**src/rtl/mu_error_gen_if.sv**
```systemverilog
// mu_error_gen_if: sample/handshake bundle for mu_error_gen.
//   master: drives desired sample d_n/d_valid, filter output y_n/y_valid,
//           step size mu and adapt_en; observes error, mu_error,
//           mu_error_valid and the sticky status flags.
//   slave : the error generator side of the same signals.
// All data fields are signed fixed point carried as WIDTH-bit vectors.
interface mu_error_gen_if #(
  parameter int WIDTH = 16
);
  logic [WIDTH-1:0] d_n;
  logic             d_valid;
  logic [WIDTH-1:0] y_n;
  logic             y_valid;
  logic [WIDTH-1:0] mu;
  logic             adapt_en;
  logic [WIDTH-1:0] error;
  logic [WIDTH-1:0] mu_error;
  logic             mu_error_valid;
  logic             sat_flag;
  logic             ovf_flag;
  logic             unf_flag;

  modport master (
    output d_n, d_valid, y_n, y_valid, mu, adapt_en,
    input  error, mu_error, mu_error_valid, sat_flag, ovf_flag, unf_flag
  );

  modport slave (
    input  d_n, d_valid, y_n, y_valid, mu, adapt_en,
    output error, mu_error, mu_error_valid, sat_flag, ovf_flag, unf_flag
  );
endinterface

```
**src/rtl/mu_error_gen.sv**
```systemverilog
// mu_error_gen: LMS error generator.
// Aligns each desired sample d[n] (buffered in a DEPTH-entry FIFO) with the
// later-arriving filter output y[n], forms error = sat(d - y) in stage 1 and
// mu_error = sat(round(mu * error) >> QP) in stage 2.
// Ports:
//   clk   - clock
//   reset - synchronous, active-high, overrides everything
//   bus   - mu_error_gen_if.slave: d_n/d_valid, y_n/y_valid, mu, adapt_en in;
//           error, mu_error, mu_error_valid, sat_flag, ovf_flag, unf_flag out
module mu_error_gen #(
  parameter int WIDTH = 16,
  parameter int QP    = 12,
  parameter int DEPTH = 8
) (
  input logic           clk,
  input logic           reset,
  mu_error_gen_if.slave bus
);

  localparam int AW = $clog2(DEPTH);
  localparam logic [AW:0] FULL_CNT = (AW+1)'(DEPTH);
  localparam logic signed [WIDTH-1:0] SMAX = {1'b0, {(WIDTH-1){1'b1}}};
  localparam logic signed [WIDTH-1:0] SMIN = {1'b1, {(WIDTH-1){1'b0}}};
  localparam logic signed [2*WIDTH-1:0] RND =
    {{(2*WIDTH-1){1'b0}}, 1'b1} << (QP-1);

  // alignment FIFO
  logic [WIDTH-1:0] fifo_mem [DEPTH];
  logic [AW-1:0]    wr_ptr;
  logic [AW-1:0]    rd_ptr;
  logic [AW:0]      count;
  logic             fifo_empty;
  logic             fifo_full;
  logic             pop_ok;
  logic             push_ok;
  logic [WIDTH-1:0] d_pop;

  // pipeline state
  logic             s1_valid;
  logic [WIDTH-1:0] err_q;
  logic [WIDTH-1:0] mu_q;
  logic [WIDTH-1:0] mu_err_q;
  logic             mu_err_valid_q;
  logic             sat_q;
  logic             ovf_q;
  logic             unf_q;

  // stage-1 arithmetic
  logic signed [WIDTH:0]   diff;
  logic [WIDTH-1:0]        err_sat;
  logic                    clamp1;

  // stage-2 arithmetic
  logic signed [2*WIDTH-1:0] prod;
  logic signed [2*WIDTH-1:0] rnd;
  logic signed [2*WIDTH-1:0] shf;
  logic [WIDTH:0]            shf_hi;
  logic [WIDTH-1:0]          mu_sat;
  logic                      clamp2;

  assign fifo_empty = (count == '0);
  assign fifo_full  = (count == FULL_CNT);
  // No bypass: a pop needs a stored entry; a push at full is accepted only
  // when a same-cycle pop frees the slot (wr_ptr == rd_ptr in that case, the
  // read below sees the old word before the write lands).
  assign pop_ok     = bus.y_valid && !fifo_empty;
  assign push_ok    = bus.d_valid && (!fifo_full || pop_ok);
  assign d_pop      = fifo_mem[rd_ptr];

  always_comb begin
    diff    = {d_pop[WIDTH-1], d_pop} - {bus.y_n[WIDTH-1], bus.y_n};
    clamp1  = (diff[WIDTH] != diff[WIDTH-1]);
    err_sat = diff[WIDTH-1:0];
    if (clamp1) err_sat = diff[WIDTH] ? SMIN : SMAX;
  end

  always_comb begin
    prod   = $signed(err_q) * $signed(mu_q);
    rnd    = prod + RND;
    shf    = rnd >>> QP;
    shf_hi = shf[2*WIDTH-1:WIDTH-1];
    clamp2 = !((&shf_hi) || (~|shf_hi));
    mu_sat = shf[WIDTH-1:0];
    if (clamp2) mu_sat = shf[2*WIDTH-1] ? SMIN : SMAX;
  end

  always_ff @(posedge clk) begin
    if (push_ok) fifo_mem[wr_ptr] <= bus.d_n;
  end

  always_ff @(posedge clk) begin
    if (reset) begin
      wr_ptr <= '0;
      rd_ptr <= '0;
      count  <= '0;
      ovf_q  <= 1'b0;
      unf_q  <= 1'b0;
    end else begin
      if (push_ok) wr_ptr <= wr_ptr + AW'(1);
      if (pop_ok)  rd_ptr <= rd_ptr + AW'(1);
      case ({push_ok, pop_ok})
        2'b10:   count <= count + (AW+1)'(1);
        2'b01:   count <= count - (AW+1)'(1);
        default: count <= count;
      endcase
      if (bus.d_valid && !push_ok) ovf_q <= 1'b1;
      if (bus.y_valid && fifo_empty && !bus.d_valid) unf_q <= 1'b1;
    end
  end

  always_ff @(posedge clk) begin
    if (reset) begin
      s1_valid       <= 1'b0;
      err_q          <= '0;
      mu_q           <= '0;
      mu_err_q       <= '0;
      mu_err_valid_q <= 1'b0;
      sat_q          <= 1'b0;
    end else begin
      s1_valid <= pop_ok;
      if (pop_ok) begin
        err_q <= err_sat;
        mu_q  <= bus.mu;
        if (clamp1) sat_q <= 1'b1;
      end
      mu_err_valid_q <= s1_valid;
      if (s1_valid) begin
        if (bus.adapt_en) begin
          mu_err_q <= mu_sat;
          if (clamp2) sat_q <= 1'b1;
        end else begin
          mu_err_q <= '0;
        end
      end
    end
  end

  assign bus.error          = err_q;
  assign bus.mu_error       = mu_err_q;
  assign bus.mu_error_valid = mu_err_valid_q;
  assign bus.sat_flag       = sat_q;
  assign bus.ovf_flag       = ovf_q;
  assign bus.unf_flag       = unf_q;

endmodule

```
**src/flat_wrapper.sv**
```systemverilog
// flat-port wrapper written by rule: the top's interface ports become plain ports
module mu_error_gen_flat 
#(
  parameter int WIDTH = 16,
  parameter int QP    = 12,
  parameter int DEPTH = 8
)
  (clk, reset, bus_d_n, bus_d_valid, bus_y_n, bus_y_valid, bus_mu, bus_adapt_en, bus_error, bus_mu_error, bus_mu_error_valid, bus_sat_flag, bus_ovf_flag, bus_unf_flag);
  mu_error_gen_if #(.WIDTH(WIDTH)) bus_i ();
  input logic clk;
  input logic reset;
  input wire logic [$bits(bus_i.d_n)-1:0] bus_d_n;
  input wire logic [$bits(bus_i.d_valid)-1:0] bus_d_valid;
  input wire logic [$bits(bus_i.y_n)-1:0] bus_y_n;
  input wire logic [$bits(bus_i.y_valid)-1:0] bus_y_valid;
  input wire logic [$bits(bus_i.mu)-1:0] bus_mu;
  input wire logic [$bits(bus_i.adapt_en)-1:0] bus_adapt_en;
  output wire logic [$bits(bus_i.error)-1:0] bus_error;
  output wire logic [$bits(bus_i.mu_error)-1:0] bus_mu_error;
  output wire logic [$bits(bus_i.mu_error_valid)-1:0] bus_mu_error_valid;
  output wire logic [$bits(bus_i.sat_flag)-1:0] bus_sat_flag;
  output wire logic [$bits(bus_i.ovf_flag)-1:0] bus_ovf_flag;
  output wire logic [$bits(bus_i.unf_flag)-1:0] bus_unf_flag;
  assign bus_i.d_n = bus_d_n;
  assign bus_i.d_valid = bus_d_valid;
  assign bus_i.y_n = bus_y_n;
  assign bus_i.y_valid = bus_y_valid;
  assign bus_i.mu = bus_mu;
  assign bus_i.adapt_en = bus_adapt_en;
  assign bus_error = bus_i.error;
  assign bus_mu_error = bus_i.mu_error;
  assign bus_mu_error_valid = bus_i.mu_error_valid;
  assign bus_sat_flag = bus_i.sat_flag;
  assign bus_ovf_flag = bus_i.ovf_flag;
  assign bus_unf_flag = bus_i.unf_flag;
  mu_error_gen #(.WIDTH(WIDTH), .QP(QP), .DEPTH(DEPTH)) u_core (.clk(clk), .reset(reset), .bus(bus_i));
endmodule
```
**config.mk**
```make
export PLATFORM = sky130hd
export DESIGN_NAME = mu_error_gen_flat
export DESIGN_NICKNAME = d
export VERILOG_FILES = /design/src/rtl/mu_error_gen_if.sv /design/src/rtl/mu_error_gen.sv /design/src/flat_wrapper.sv
export SDC_FILE = /design/constraint.sdc
export NUM_CORES = 1
export LEC_CHECK = 0
export CAP_MARGIN = 40
export CORE_MARGIN = 2
export CORE_UTILIZATION = 58
export CTS_BUF_LIST = sky130_fd_sc_hd__clkbuf_4
export DETAILED_ROUTE_END_ITERATION = 10
export PLACE_DENSITY = 0.91
export SYNTH_ARGS = -nofsm -noshare
export SYNTH_HDL_FRONTEND = slang
export SYNTH_SLANG_ARGS = --single-unit
```
**constraint.sdc**
```tcl
create_clock -name clk -period 6.39 [get_ports clk]
set_input_delay 1.278 -clock clk [delete_from_list [all_inputs] [get_ports clk]]
set_output_delay 1.278 -clock clk [all_outputs]
set_load 0.01 [all_outputs]
```
# Word-level counts from Yosys, hierarchy flattened
# Memories as Yosys holds them, arrays and structs flattened. A register that Yosys moved wholly into a read port is not among the register bits.
# Index checks and enable logic that the tools add are counted.
# classes
add_sub_neg,6
n_eq_ne,4
n_reduce_logical,16
mul,1
n_mux,15
# ops
op,n
16-bit 2-to-1 mux,5
"32-bit by 13-bit adder with 32-bit output, second input constant",1
16-bit by 16-bit multiplier with 32-bit output,1
16-bit by 16-bit subtractor with 17-bit output,1
4-bit case mux with 2 select lines,1
1-bit 2-to-1 mux,7
"3-bit by 1-bit adder with 3-bit output, second input constant",2
3-bit 2-to-1 mux,2
1-bit logical AND,5
1-bit logical NOT,5
5-bit AND reduction,1
5-bit OR reduction,1
"4-bit by 1-bit adder with 4-bit output, second input constant",1
"4-bit equality test, second input constant",1
4-bit logical NOT,1
"4-bit by 1-bit subtractor with 4-bit output, second input constant",1
"2-bit by 1-bit equality test with 1-bit output, second input constant",1
"2-bit equality test, second input constant",1
1-bit logical OR,2
2-bit nonzero test,1
1-bit != test,1
# word_totals
wordCells,54
in_bits,53
ram_bits,128
mem_count,1
ff_bits,63
# memory_table
memory,depth,width,rd,rd_clocked_by_memory_dff,write_ports,line_no,rtl
u_core.fifo_mem,8,16,1,1,1,mu_error_gen.sv:28,logic [WIDTH-1:0] fifo_mem [DEPTH];

# Depth between registers and ports, before layout
# logic_depth
ltp_word,8
ltp_mapped,25

# Worst setup path before layout
# No wires, ideal clock.
# synth_path
path_type,register to register
from,register u_core.err_q[15] (netlist: u_core.bus.error[15])
to,register u_core.sat_q (netlist: u_core.bus.sat_flag)
path_stages_with_launch,24
arrival_ns,6.308
synth_period_minus_slack_ns,6.440
path_slack_ns,-0.050
cell_sequence,dfxtp_1 -> clkbuf_1 -> nand2_1 -> inv_1 -> fa_1 -> inv_1 -> fa_1 -> inv_1 -> fa_1 -> fa_1 -> fa_1 -> inv_1 -> fa_1 -> inv_1 -> ha_1 -> a21oi_1 -> o21ai_0 -> a22o_1 -> a31oi_1 -> nand3_1 -> mux2i_1 -> o21ai_4 -> o2111ai_1 -> a21oi_1
# synth_via
elab_chain_len,8
word_cells_on_any_way,9
classes_between,add/sub: 1; mul: 1; mux: 3; reduce/logical: 4
# synth_rtl
element,line_no,rtl
from (decl),mu_error_gen.sv:40,logic [WIDTH-1:0] err_q;
from (signal assigned),mu_error_gen.sv:122,err_q <= err_sat;
16-bit by 16-bit multiplier with 32-bit output (*),mu_error_gen.sv:78,prod = $signed(err_q) * $signed(mu_q);
32-bit by 13-bit adder with 32-bit output (*),mu_error_gen.sv:79,rnd = prod + RND;
5-bit OR reduction,mu_error_gen.sv:82,clamp2 = !((&shf_hi) || (~|shf_hi));
1-bit logical NOT,mu_error_gen.sv:82,
1-bit logical OR (*),mu_error_gen.sv:82,
1-bit 2-to-1 mux (*),mu_error_gen.sv:130,if (clamp2) sat_q <= 1'b1;
1-bit 2-to-1 mux (*),mu_error_gen.sv:128,if (bus.adapt_en) begin
1-bit 2-to-1 mux (*),mu_error_gen.sv:127,if (s1_valid) begin
to (signal assigned),mu_error_gen.sv:118,sat_q <= 1'b0;
to (signal assigned),mu_error_gen.sv:124,if (clamp1) sat_q <= 1'b1;
to (signal assigned),mu_error_gen.sv:130,
to (decl),mu_error_gen.sv:44,logic sat_q;
# Every way passes the cells marked *; elsewhere a longest branch is shown, timed or not.
# A chain may end at the register's enable or synchronous reset.

# Worst setup path after layout
# layout_path
from,register u_core.err_q[10] (netlist: u_core.bus.error[10])
to,register u_core.mu_err_q[14] (netlist: u_core.bus.mu_error[14])
# layout_via
elab_chain_len,7
word_cells_on_any_way,9
classes_between,add/sub: 1; mul: 1; mux: 3; reduce/logical: 4
# layout_rtl
element,line_no,rtl
16-bit by 16-bit multiplier with 32-bit output (*),mu_error_gen.sv:78,
32-bit by 13-bit adder with 32-bit output (*),mu_error_gen.sv:79,
5-bit OR reduction,mu_error_gen.sv:82,
1-bit logical NOT,mu_error_gen.sv:82,
1-bit logical OR,mu_error_gen.sv:82,
16-bit 2-to-1 mux (*),mu_error_gen.sv:84,if (clamp2) mu_sat = shf[2*WIDTH-1] ? SMIN : SMAX;
16-bit 2-to-1 mux (*),mu_error_gen.sv:128,
to (signal assigned),mu_error_gen.sv:129,mu_err_q <= mu_sat;
to (decl),mu_error_gen.sv:42,logic [WIDTH-1:0] mu_err_q;
# Marked as above.

==> reports/summary.txt <==
status = finished, final reports clean
Initial Util = 0.592
Syn Area/Cell = 10.5 um2
clock buffer depth = 2
cell row count = 64
Max-Cap Viols = 0
Pwr Density = 425 nW/um2
grt total ovfl = 0
Die H = 181 um
CP Launch Type = flop
# fillers = 2,057
largest family of logic cells by synthesized area = adder cells
Synth Area in Adders = 0.358
Leak Pwr = 9.17 nW
Synth Area in XOR/XNOR = 0.0187
layout cell share with drive strength beyond 1 = 0.156
Area growth, synth to finish = 15.1%
flop and latch count out of synthesis = 194
Skew-Pair Late Insertion Delay = 670 ps
WP data arrival = 6830 ps
most frequent cells in the layout = inv_1 (312), fa_1 (254), nand2_1 (201)
Clock Skews = 33.2 ps
pin count of the biggest net entering global routing = 66
Synth Net Count = 2,146
port bufs = 88
Async SR Flop Fraction = 0
First DRT Iteration DRCs = 1,269
Design Area, Final = 21,000 um2
kind of critical path = reg -> reg
Hold WC Path Type = reg -> reg
CTS tree = done
post-route minimum period = 6240 ps
endpoints failing hold = 0
number of synthesized flops with an enable pin = 128
initial antenna violation count = 1
first-pass GRT wire length = 77.0 mm
GRT Total Usage = 0.304
area of the die = 32,800 um2
Worst slew margin = 0.405
fin crit share = 0.976
Yosys warning total = 0
most common cell after layout, fill and taps aside = inv_1
fin cells = 2,295
Post-DRT Antenna Nets = 0
peak supply drop = 0.394 mV
DP HPWL = 37.3 mm
Die X = 181 um
Worst Max-Slew Pin Slew = 891 ps
Worst-path clk slew = 200 ps
worst slack, placed = -120 ps
Root Driver = clkbuf_4
wire length per cell = 21.2 um
Num CTS Buffers = 17
synthesized instance count = 1,732
vias per cell = 5.99
final worst setup slack = 153 ps
nets = 2,299
Final Routed Wirelength = 48.7 mm
Seq/Total Area, Yosys = 0.283
Synth cell types = 70
Remaining DRCs = 0
CP Max Fanout = 11
RSZ-0062 raised after global routing = yes
Compound-Gate Fraction of Synth Area = 0.0815
CP Data Required Time = 6980 ps
Worst setup EP type = flop
total clock sinks = 194
Final Slew Violations = 0
setup TNS = 0 ps
1st-pass router iterations = 6
dpl cells = 2,247
Top FF cell, synth = edfxtp_1
core area = 30,700 um2
H-tree Lvls = 4
Hold WS = 506 ps
Post-CTS Hold Buffers = 0
total number of vias = 13,700
mux share of post-synthesis cell area = 0.0510
Peak Freq = 0.160 GHz
GPL Wtd Cong = 0.906
Setup violations, final = 0
DP Area = 20,200 um2
vias in the first global route = 14,800
Post-Syn Area = 18,200 um2
Simple-Gate Fraction of Synth Area = 0.127
IO Pins = 89
## path summary, 6_finish.rpt
path                             end            startpoint  slack (ps)  cells after the start
max          u_core.bus.mu_error[14]  u_core.bus.error[10]         150                     20
min              u_core.bus.ovf_flag   u_core.bus.ovf_flag         510                      2
max reg2reg  u_core.bus.mu_error[14]  u_core.bus.error[10]         150                     20
min reg2reg      u_core.bus.ovf_flag   u_core.bus.ovf_flag         510                      2
## logic make-up after synthesis
kind of cell | after synthesis
multiplexers | 51
flip-flops | 194
adder cells (fa/ha/maj) | 364
AO/OA/AOI/OAI | 220
buffers and inverters | 385
XOR/XNOR | 39
AND/OR/NAND/NOR | 479
## critical path: stages, from the launching register on
cell and delay [ps]:
dfxtp_2 520, nand2_1 130, fa_1 530, inv_1 60, fa_1 490, fa_1 620
fa_1 450, fa_1 490, inv_1 50, fa_1 470, inv_1 40, ha_1 190
a211o_1 310, a211o_1 260, o211ai_2 240, nand2_2 110, o41ai_4 460, nand4b_4 190
nand2_4 130, nand3_4 120, a221oi_2 300
## per-layer routing
| metal | track usage | vias to the layer above | wire (um) |
|---|---|---|---|
| li1 | - | 5908 | - |
| met1 | 0.346 | 6801 | 16900 |
| met2 | 0.558 | 817 | 25800 |
| met3 | 0.0494 | 223 | 3410 |
| met4 | 0.142 | 0 | 2680 |
| met5 | 0 | - | 0 |
## layout make-up
class | instances | area [um2] | share of cell area
multi-input cells | 1153 | 11900 | 0.565
flip-flops and latches | 194 | 5240 | 0.250
repair buffers | 202 | 1840 | 0.0878
inverters | 317 | 1200 | 0.0571
well taps | 396 | 495 | 0.0236
clock inverters | 15 | 209 | 0.00997
clock buffers | 17 | 128 | 0.00609
diodes | 1 | 2.50 | 0.000119
## synthesized netlist by cell type (4+ instances only)
| cell type | n | area, um2 |
|---|---|---|
| a22oi_1 | 7 | 52.6 |
| buf_1 | 6 | 22.5 |
| nor2b_1 | 4 | 25.0 |
| nand2_1 | 204 | 766 |
| nor3_1 | 15 | 75.1 |
| nand3_1 | 12 | 60.1 |
| nor2_1 | 78 | 293 |
| xor2_1 | 10 | 87.6 |
| inv_1 | 317 | 1190 |
| and3_1 | 4 | 25.0 |
| edfxtp_1 | 128 | 3840 |
| xnor2_1 | 29 | 254 |
| clkbuf_1 | 58 | 218 |
| buf_2 | 4 | 20.0 |
| a21o_1 | 6 | 45.0 |
| mux4_2 | 32 | 721 |
| nand2b_1 | 14 | 87.6 |
| a211oi_1 | 21 | 158 |
| and2_1 | 117 | 732 |
| ha_1 | 97 | 1210 |
| a21oi_1 | 85 | 425 |
| a221oi_2 | 5 | 75.1 |
| fa_1 | 264 | 5290 |
| nand4_1 | 7 | 43.8 |
| o211ai_1 | 10 | 75.1 |
| a211o_1 | 5 | 43.8 |
| mux2_2 | 14 | 158 |
| o21a_1 | 10 | 75.1 |
| dfxtp_1 | 66 | 1320 |
| mux2i_1 | 5 | 50.1 |
| o21ai_0 | 33 | 165 |
| a31oi_1 | 7 | 43.8 |
## report_power, final
group          internal (mW)  total (mW)  switching (mW)
combinational           2.77        6.30            3.53
sequential              1.53        1.85           0.316
clock                  0.204       0.762           0.557
total                   4.50        8.90            4.40
## repair_timing
action                                  CTS  global route
buffers inserted                          0            14
gates resized for setup                   9            98
endpoints found under the setup margin   17            17
pin swaps                                 0            30
## flip-flops by register name (all words and copies together) (netlist names), named ones only
name                       flops
u_core.wr_ptr                  3
u_core.bus.error              16
u_core.bus.sat_flag            1
u_core.bus.mu_error           16
u_core.fifo_mem              128
u_core.bus.ovf_flag            1
u_core.rd_ptr                  3
u_core.mu_q                   16
u_core.bus.mu_error_valid      1
u_core.bus.unf_flag            1
u_core.count                   4
u_core.s1_valid                1
## stage by stage
stage | power [mW] | utilization
final | 8.90 | 0.682
after global routing | 9.52 | 0.682
after CTS | 8.40 | 0.668
after detailed placement | 7.59 | 0.656
after global placement | 7.26 | 0.653
after floorplan | 5.47 | -
Note: power is estimated with default switching activity, not from simulation.
